**src/rtl/jtkcpu_stack_seq_if.sv**
```systemverilog
// Memory-side bus of the stack sequencer: byte address, write data and
// strobe going out, read data and the memory stall coming back.
interface jtkcpu_stack_seq_if;
  logic [15:0] addr;
  logic [7:0]  dout;
  logic        we;
  logic [7:0]  din;
  logic        mem_busy;

  // The sequencer drives the access, the memory answers it.
  modport master (output addr, dout, we, input din, mem_busy);
  modport slave  (input addr, dout, we, output din, mem_busy);
endinterface

```
**src/rtl/jtkcpu_stack_seq.sv**
```systemverilog
// Push/pull sequencer: turns one ucode push/pull strobe into a run of
// byte-wide stack accesses, stalling the ucode through stack_busy, and hands
// pulled registers back as load strobes plus one final stack-pointer update.
// The first byte is already on the bus in the start cycle, so a transfer
// occupies bytes+1 cycles (the extra one is DONE) plus any memory stalls.
module jtkcpu_stack_seq (
  input  logic        clk,
  input  logic        rst,
  input  logic        cen,
  input  logic        psh_go,
  input  logic        pul_go,
  input  logic        psh_all,
  input  logic        psh_cc,
  input  logic        psh_pc,
  input  logic        rti_cc,
  input  logic        rti_other,
  input  logic        us_sel,
  input  logic [7:0]  postbyte,
  input  logic [15:0] sp_in,
  input  logic [15:0] pc,
  input  logic [15:0] osp,
  input  logic [15:0] y,
  input  logic [15:0] x,
  input  logic [7:0]  dp,
  input  logic [7:0]  b,
  input  logic [7:0]  a,
  input  logic [7:0]  cc,
  jtkcpu_stack_seq_if.master mem,
  output logic        stack_busy,
  output logic        pul_we,
  output logic [2:0]  pul_sel,
  output logic [15:0] pul_data,
  output logic        sp_upd,
  output logic [15:0] sp_nx
);

  typedef enum logic [1:0] {IDLE, XFER_HI, XFER_LO, DONE} state_t;

  state_t      state_reg, state_next;
  logic [7:0]  mask_reg;
  logic        push_reg;
  logic [15:0] sp_reg;
  logic [7:0]  hi_reg;
  logic        pul_we_reg;
  logic [2:0]  pul_sel_reg;
  logic [15:0] pul_data_reg;

  // us_sel only tells the ucode which SP receives sp_nx; the byte
  // sequencing is identical for both stacks.
  logic unused_sel;
  assign unused_sel = us_sel;

  // Highest set bit: pushes walk the mask from PC down to CC.
  function automatic logic [2:0] top_bit(input logic [7:0] m);
    top_bit = 3'd0;
    for (int i = 0; i < 8; i++)
      if (m[i]) top_bit = i[2:0];
  endfunction

  // Lowest set bit: pulls walk the mask from CC up to PC.
  function automatic logic [2:0] bot_bit(input logic [7:0] m);
    bot_bit = 3'd0;
    for (int i = 7; i >= 0; i--)
      if (m[i]) bot_bit = i[2:0];
  endfunction

  logic        any_push, any_pull;
  logic [7:0]  new_mask;
  logic        start;
  logic        xfer;
  logic        adv;
  logic [7:0]  eff_mask;
  logic        eff_push;
  logic [15:0] eff_sp;
  logic [2:0]  cur_idx;
  logic        wide;
  logic        cur_hi;
  logic        reg_last;
  logic [7:0]  mask_left;
  logic [2:0]  nxt_idx;
  logic [15:0] sp_step;
  logic [15:0] cur_val;
  state_t      cur_state, next_first;

  // Mask selection: forced masks beat the postbyte, and any push source
  // beats any pull source.
  always_comb begin
    any_push = psh_all | psh_cc | psh_pc | psh_go;
    any_pull = rti_cc | rti_other | pul_go;
    new_mask = 8'h00;
    if (psh_all)        new_mask = 8'hFF;
    else if (psh_cc)    new_mask = 8'h81;
    else if (psh_pc)    new_mask = 8'h80;
    else if (psh_go)    new_mask = postbyte;
    else if (rti_cc)    new_mask = 8'h01;
    else if (rti_other) new_mask = 8'hFE;
    else if (pul_go)    new_mask = postbyte;
  end

  // In the start cycle the access runs straight from the inputs; afterwards
  // it runs from the latched copies. An empty mask never starts.
  assign start    = (state_reg == IDLE) && cen && (any_push || any_pull) && (new_mask != 8'h00);
  assign xfer     = start || (state_reg == XFER_HI) || (state_reg == XFER_LO);
  assign adv      = xfer && !mem.mem_busy;
  assign eff_mask = start ? new_mask : mask_reg;
  assign eff_push = start ? any_push : push_reg;
  assign eff_sp   = start ? sp_in : sp_reg;

  assign cur_idx   = eff_push ? top_bit(eff_mask) : bot_bit(eff_mask);
  assign wide      = cur_idx[2];
  // Pushes start a wide register on its low byte, pulls on its high byte.
  assign cur_hi    = start ? (!any_push && wide) : (state_reg == XFER_HI);
  assign cur_state = cur_hi ? XFER_HI : XFER_LO;
  assign reg_last  = eff_push ? (cur_hi || !wide) : !cur_hi;
  assign mask_left = eff_mask & ~(8'd1 << cur_idx);
  assign nxt_idx   = eff_push ? top_bit(mask_left) : bot_bit(mask_left);
  assign next_first = (!eff_push && nxt_idx[2]) ? XFER_HI : XFER_LO;
  assign sp_step   = eff_push ? (eff_sp - 16'd1) : (eff_sp + 16'd1);

  // Register file view in postbyte bit order; 8-bit registers zero-extended.
  always_comb begin
    case (cur_idx)
      3'd7:    cur_val = pc;
      3'd6:    cur_val = osp;
      3'd5:    cur_val = y;
      3'd4:    cur_val = x;
      3'd3:    cur_val = {8'h00, dp};
      3'd2:    cur_val = {8'h00, b};
      3'd1:    cur_val = {8'h00, a};
      default: cur_val = {8'h00, cc};
    endcase
  end

  // State register; reset drops any transfer in flight on the spot.
  always_ff @(posedge clk or posedge rst) begin
    if (rst) state_reg <= IDLE;
    else     state_reg <= state_next;
  end

  // Next state and bus/strobe outputs.
  always_comb begin
    state_next = state_reg;
    stack_busy = start || (state_reg != IDLE);
    mem.addr   = 16'h0000;
    mem.dout   = 8'h00;
    mem.we     = 1'b0;
    sp_upd     = 1'b0;
    sp_nx      = 16'h0000;
    case (state_reg)
      IDLE, XFER_HI, XFER_LO: begin
        if (xfer) begin
          mem.addr = eff_push ? (eff_sp - 16'd1) : eff_sp;
          mem.dout = eff_push ? (cur_hi ? cur_val[15:8] : cur_val[7:0]) : 8'h00;
          mem.we   = eff_push;
          if (cen) begin
            if (mem.mem_busy)            state_next = cur_state;
            else if (!reg_last)          state_next = eff_push ? XFER_HI : XFER_LO;
            else if (mask_left == 8'h00) state_next = DONE;
            else                         state_next = next_first;
          end
        end
      end
      DONE: begin
        sp_upd = 1'b1;
        sp_nx  = sp_reg;
        if (cen) state_next = IDLE;
      end
      default: state_next = IDLE;
    endcase
  end

  // Datapath: remaining mask, running SP, pulled bytes and the load strobe.
  always_ff @(posedge clk or posedge rst) begin
    if (rst) begin
      mask_reg     <= 8'h00;
      push_reg     <= 1'b0;
      sp_reg       <= 16'h0000;
      hi_reg       <= 8'h00;
      pul_we_reg   <= 1'b0;
      pul_sel_reg  <= 3'd0;
      pul_data_reg <= 16'h0000;
    end else if (cen) begin
      pul_we_reg <= 1'b0;
      if (xfer) begin
        push_reg <= eff_push;
        mask_reg <= (adv && reg_last) ? mask_left : eff_mask;
        sp_reg   <= adv ? sp_step : eff_sp;
        if (adv && !eff_push) begin
          if (cur_hi) hi_reg <= mem.din;
          if (reg_last) begin
            pul_we_reg   <= 1'b1;
            pul_sel_reg  <= cur_idx;
            pul_data_reg <= {(wide ? hi_reg : 8'h00), mem.din};
          end
        end
      end
    end
  end

  assign pul_we   = pul_we_reg;
  assign pul_sel  = pul_sel_reg;
  assign pul_data = pul_data_reg;

endmodule

```
**src/flat_wrapper.sv**
```systemverilog
// flat-port wrapper written by rule: the top's interface ports become plain ports
module jtkcpu_stack_seq_flat 
  (clk, rst, cen, psh_go, pul_go, psh_all, psh_cc, psh_pc, rti_cc, rti_other, us_sel, postbyte, sp_in, pc, osp, y, x, dp, b, a, cc, stack_busy, pul_we, pul_sel, pul_data, sp_upd, sp_nx, mem_addr, mem_dout, mem_we, mem_din, mem_mem_busy);
  jtkcpu_stack_seq_if mem_i ();
  input  logic clk;
  input  logic rst;
  input  logic cen;
  input  logic psh_go;
  input  logic pul_go;
  input  logic psh_all;
  input  logic psh_cc;
  input  logic psh_pc;
  input  logic rti_cc;
  input  logic rti_other;
  input  logic us_sel;
  input  logic [7:0] postbyte;
  input  logic [15:0] sp_in;
  input  logic [15:0] pc;
  input  logic [15:0] osp;
  input  logic [15:0] y;
  input  logic [15:0] x;
  input  logic [7:0] dp;
  input  logic [7:0] b;
  input  logic [7:0] a;
  input  logic [7:0] cc;
  output logic stack_busy;
  output logic pul_we;
  output logic [2:0] pul_sel;
  output logic [15:0] pul_data;
  output logic sp_upd;
  output logic [15:0] sp_nx;
  output wire logic [$bits(mem_i.addr)-1:0] mem_addr;
  output wire logic [$bits(mem_i.dout)-1:0] mem_dout;
  output wire logic [$bits(mem_i.we)-1:0] mem_we;
  input wire logic [$bits(mem_i.din)-1:0] mem_din;
  input wire logic [$bits(mem_i.mem_busy)-1:0] mem_mem_busy;
  assign mem_addr = mem_i.addr;
  assign mem_dout = mem_i.dout;
  assign mem_we = mem_i.we;
  assign mem_i.din = mem_din;
  assign mem_i.mem_busy = mem_mem_busy;
  jtkcpu_stack_seq u_core (.clk(clk), .rst(rst), .cen(cen), .psh_go(psh_go), .pul_go(pul_go), .psh_all(psh_all), .psh_cc(psh_cc), .psh_pc(psh_pc), .rti_cc(rti_cc), .rti_other(rti_other), .us_sel(us_sel), .postbyte(postbyte), .sp_in(sp_in), .pc(pc), .osp(osp), .y(y), .x(x), .dp(dp), .b(b), .a(a), .cc(cc), .mem(mem_i), .stack_busy(stack_busy), .pul_we(pul_we), .pul_sel(pul_sel), .pul_data(pul_data), .sp_upd(sp_upd), .sp_nx(sp_nx));
endmodule
```
**config.mk**
```make
export PLATFORM = sky130hd
export DESIGN_NAME = jtkcpu_stack_seq_flat
export DESIGN_NICKNAME = d
export VERILOG_FILES = /design/src/rtl/jtkcpu_stack_seq_if.sv /design/src/rtl/jtkcpu_stack_seq.sv /design/src/flat_wrapper.sv
export SDC_FILE = /design/constraint.sdc
export NUM_CORES = 1
export LEC_CHECK = 0
export BUFFER_PORTS_ARGS = -buffer_cell sky130_fd_sc_hd__buf_2
export CAP_MARGIN = 25
export CORE_MARGIN = 2
export CORE_UTILIZATION = 52
export DETAILED_ROUTE_END_ITERATION = 10
export PLACE_DENSITY = 0.85
export SYNTH_ARGS = -nofsm -noshare
export SYNTH_HDL_FRONTEND = slang
export SYNTH_SLANG_ARGS = --single-unit
```
**constraint.sdc**
```tcl
create_clock -name clk -period 5.5 [get_ports clk]
set_clock_uncertainty 0.1 [all_clocks]
set_input_delay 1.1 -clock clk [delete_from_list [all_inputs] [get_ports clk]]
set_output_delay 1.1 -clock clk [all_outputs]
set_load 0.02 [all_outputs]
```
==> metrics list <==
- Status: complete, no violations
- Post-synth cell types: 100
* Setup violation total in the final timing report: 0
- Layout cells sized above 1: 0.426
* Drt wl/cell: 18.7 um
- Of the total power, combinational logic draws 0.781.
- Number of synthesized register bits: 55
* Total standard cell area after synthesis: 0.00580 mm2
- The die covers 0.0120 mm2.
- Post-synth EDFFs: 0
- Switching power summed over all nets: 2.28 mW
- Switch share: 0.512
- Register-to-register setup slack: 1.39 ns
- After global routing the overflow that remains totals 0.
- After layout, the design draws a total of 4.45 mW.
- Data arrival at the endpoint of the critical path: 4.30 ns
- STA classifies the critical path startpoint as an input pin.
* Fraction of post-synthesis cell area in the top cell type by area: 0.237
- Number of iterations in the first detailed-routing pass: 7
- Port Buf Inserts: 201
- Horiz. Die Dim: 110 um
- Dividing total power by cell area gives a power density of 568 mW/mm2.
- TritonCTS built the clock tree.
* Synth Area per Inst: 7.95 um2
- Final antenna-violating net count: 0
- For the finished layout, the period the worst path requires is 5.50 ns.
- Worst slew margin relative to its limit: 0.384
- Counting flops with an async set or reset pin after synthesis yields a share of 1.00.
- Fin. max-slew vios: 0
* Area leader, netlist: sky130_fd_sc_hd__dfrtp_1
* Initial standard-cell utilization of the core: 0.535
- CP Class: input pin to primary output
- Area of all sequential standard cells: 0.00138 mm2
- CTS saw 55 sinks.
* Placed cell areas: 0.00738 mm2
- Pint: 2.17 mW
- For this design the static power due to leakage is 3.72 nW.
- By area the synthesized netlist is led by sky130_fd_sc_hd__dfrtp_1 24%, sky130_fd_sc_hd__mux2_2 5.0%, sky130_fd_sc_hd__o21ai_0 4.9%, sky130_fd_sc_hd__nor2_1 4.9%, sky130_fd_sc_hd__nand2_1 4.8%.
- The cell count after synthesis came out at 729.
- Total clock buffers created by CTS: 5
- Dominant synthesized flop cell: sky130_fd_sc_hd__dfrtp_1
* VDD IR max: 0.456 mV
- Maximum frequency from static timing analysis: 0.182 GHz
- 203 I/O pins were placed.
- Wires add up to 20,900 um.
* Depth of the CTS H-tree: 2
- Worst-case clock buffer depth: 2
* Initial DRC Count: 738
* Final net count: 1,122
* Vias in the first global route: 6,202
- Yosys warning total: 0
- GRT Total Usage: 0.320
* Die outline height: 110 um
- Worst hold margin: 0.385 ns
- Detailed placer's ending HPWL: 15,400 um
* Cell Rows: 38
* Sequential Power Share: 0.163
* Final weighted congestion in routability-driven placement: 1.00
- The share of total power dissipated in the clock network is 0.056.
- For the worst-skew pair, the clock arrives at the later sink with an insertion delay of 0.31 ns.
- Multi-input combinational cell area: 0.00432 mm2
- Post-route DRC: 0
- Most common cell after layout, fill and taps aside: sky130_fd_sc_hd__buf_2
- Of the available clock period, the critical path in the final layout requires 0.999.
* Root buf cell: sky130_fd_sc_hd__clkbuf_8
* First-pass GRT wire length: 30,600 um
* Hold Crit Class: flip-flop to flip-flop
- Setup repair after global routing could not meet its margin everywhere.
* Net count after synthesis: 871
- The core region is 0.0108 mm2.
- Of all nets on the critical path, the largest fanout is 10.
- Vias per Instance: 6.32
- At the pin with the least slew margin, the transition time is 0.924 ns.
- Detailed routing inserted a total of 7,092 vias.
- Area grow syn2layout: 35.2%
- Max-cap violations in this run came to 0.
- Most frequent cells in the layout: 200 x sky130_fd_sc_hd__buf_2, 84 x sky130_fd_sc_hd__buf_4, 71 x sky130_fd_sc_hd__nand2_1
- Element type at the critical path end: primary output
* Number of fillers in the final layout: 865
- With fillers left out, the area of the finished cells amounts to 0.00784 mm2.
* Number of antenna violations at the first check in global routing: 0
- Clock-pin slew was measured on the worst setup and hold paths at 0.11 ns.
- Hold Fails Final Rpt: 0
- The share of the Yosys chip area taken by registers is 0.237.
- Data required time of the worst path: 4.30 ns
- Entering global routing, the biggest net connects 56 pins.
[cell type report]
class                   count  area share
multi-input cells         612       0.552
flip-flops and latches     55       0.176
clock inverters             3     0.00431
inverters                  13     0.00623
repair buffers            293       0.231
well taps                 140      0.0224
diodes                      1    0.000319
clock buffers               5     0.00878
[path summary, 6_finish.rpt]
kind,startpoint,to,cells past startpoint
setup reg to reg,u_core.state_reg[1],u_core.pul_data[3],10
min in group asynchronous,rst,u_core.sp_reg[14],3
hold reg to reg,u_core.pul_data[15],u_core.pul_data[15],2
hold / removal,u_core.pul_data[15],u_core.pul_data[15],2
max in group asynchronous,rst,u_core.sp_reg[15],3
setup / recovery,psh_cc,mem_dout[3],16
[through the flow]
stage | setup WS [ns] | utilization | std cells | TNS (ns)
2_1_floorplan | 0.166 | - | 729 | 0
3_3_place_gp | -0.0630 | 0.681 | 1099 | -0.249
3_5_place_dp | -0.0180 | 0.681 | 1099 | -0.0396
4_1_cts | 0.00991 | 0.691 | 1107 | 0
5_1_grt | -0.0944 | 0.723 | 1121 | -0.414
6_report | 0.00303 | 0.723 | 1122 | 0
[per-layer routing]
layer  part of all wire  track usage  vias to the layer above
met5                  0            0                        -
met4              0.025        0.110                        0
li1                   -            -                     3263
met1               0.40        0.435                     3348
met2               0.48        0.528                      434
met3              0.094       0.0338                       47
[power groups by stage]
stage                     clock (mW)  sequential (mW)  combinational (mW)
after floorplan                    0            0.695                2.05
after global routing           0.270            0.745                3.70
after CTS                      0.257            0.705                3.15
after global placement             0            0.707                3.09
final                          0.249            0.728                3.47
after detailed placement           0            0.715                3.13
[synthesized netlist by cell type, types with 4 or more instances]
cell                       count
sky130_fd_sc_hd__a21oi_1      43
sky130_fd_sc_hd__o21a_1       16
sky130_fd_sc_hd__buf_6         4
sky130_fd_sc_hd__o31ai_1       5
sky130_fd_sc_hd__nor4_1        6
sky130_fd_sc_hd__buf_2        14
sky130_fd_sc_hd__o21ai_0      57
sky130_fd_sc_hd__clkbuf_1     22
sky130_fd_sc_hd__buf_4         8
sky130_fd_sc_hd__o21bai_1      5
sky130_fd_sc_hd__inv_1        11
sky130_fd_sc_hd__a211oi_1     13
sky130_fd_sc_hd__nand3_1      19
sky130_fd_sc_hd__nor2b_1       5
sky130_fd_sc_hd__nor3_1       22
sky130_fd_sc_hd__o31a_1        4
sky130_fd_sc_hd__a21o_1        6
sky130_fd_sc_hd__a211o_1       5
sky130_fd_sc_hd__a31oi_1       7
sky130_fd_sc_hd__xnor2_1      12
sky130_fd_sc_hd__a221oi_1      5
sky130_fd_sc_hd__o22ai_1       8
sky130_fd_sc_hd__xor2_1        8
sky130_fd_sc_hd__mux2_4        4
sky130_fd_sc_hd__nor2_1       75
sky130_fd_sc_hd__or3_1         9
sky130_fd_sc_hd__and3_1       27
sky130_fd_sc_hd__a311oi_1      4
sky130_fd_sc_hd__mux2i_1      19
sky130_fd_sc_hd__dfrtp_1      55
sky130_fd_sc_hd__or2_2         8
sky130_fd_sc_hd__a22o_1        4
sky130_fd_sc_hd__nand2_1      74
sky130_fd_sc_hd__o211ai_1     11
sky130_fd_sc_hd__and2_1        7
sky130_fd_sc_hd__o21ai_1       4
sky130_fd_sc_hd__mux2_2       26
[repair_timing]
action                                  4_1_cts  5_1_grt
cloned                                        0        1
resized for setup                             2       49
hold buffers                                  0        0
pin swaps                                     0       16
endpoints found under the setup margin        6       14
setup buffers                                 0       13
[logic make-up (layout without fill, tap and decap cells)]
family / after synthesis / count (layout) / synth area share
AO/OA/AOI/OAI: 257 / 257 / 0.327
XOR/XNOR: 20 / 20 / 0.0302
adder cells (fa/ha/maj): 2 / 2 / 0.00432
buffers and inverters: 62 / 314 / 0.0535
flip-flops: 55 / 55 / 0.237
multiplexers: 56 / 56 / 0.110
other: 0 / 1 / 0
AND/OR/NAND/NOR: 277 / 277 / 0.238
[worst max-delay path, stage by stage]
cell and delay (ns):
sky130_fd_sc_hd__buf_2 0.13, sky130_fd_sc_hd__or4_4 0.57, sky130_fd_sc_hd__o311a_4 0.42, sky130_fd_sc_hd__buf_4 0.18
sky130_fd_sc_hd__buf_4 0.13, sky130_fd_sc_hd__o2111a_2 0.17, sky130_fd_sc_hd__buf_4 0.15, sky130_fd_sc_hd__o22ai_4 0.20
sky130_fd_sc_hd__buf_6 0.16, sky130_fd_sc_hd__mux2i_2 0.08, sky130_fd_sc_hd__and2_4 0.17, sky130_fd_sc_hd__buf_12 0.14
sky130_fd_sc_hd__a221o_1 0.29, sky130_fd_sc_hd__o211ai_1 0.16, sky130_fd_sc_hd__a21oi_1 0.08, sky130_fd_sc_hd__buf_2 0.17
(Power assumes the default switching activity.)
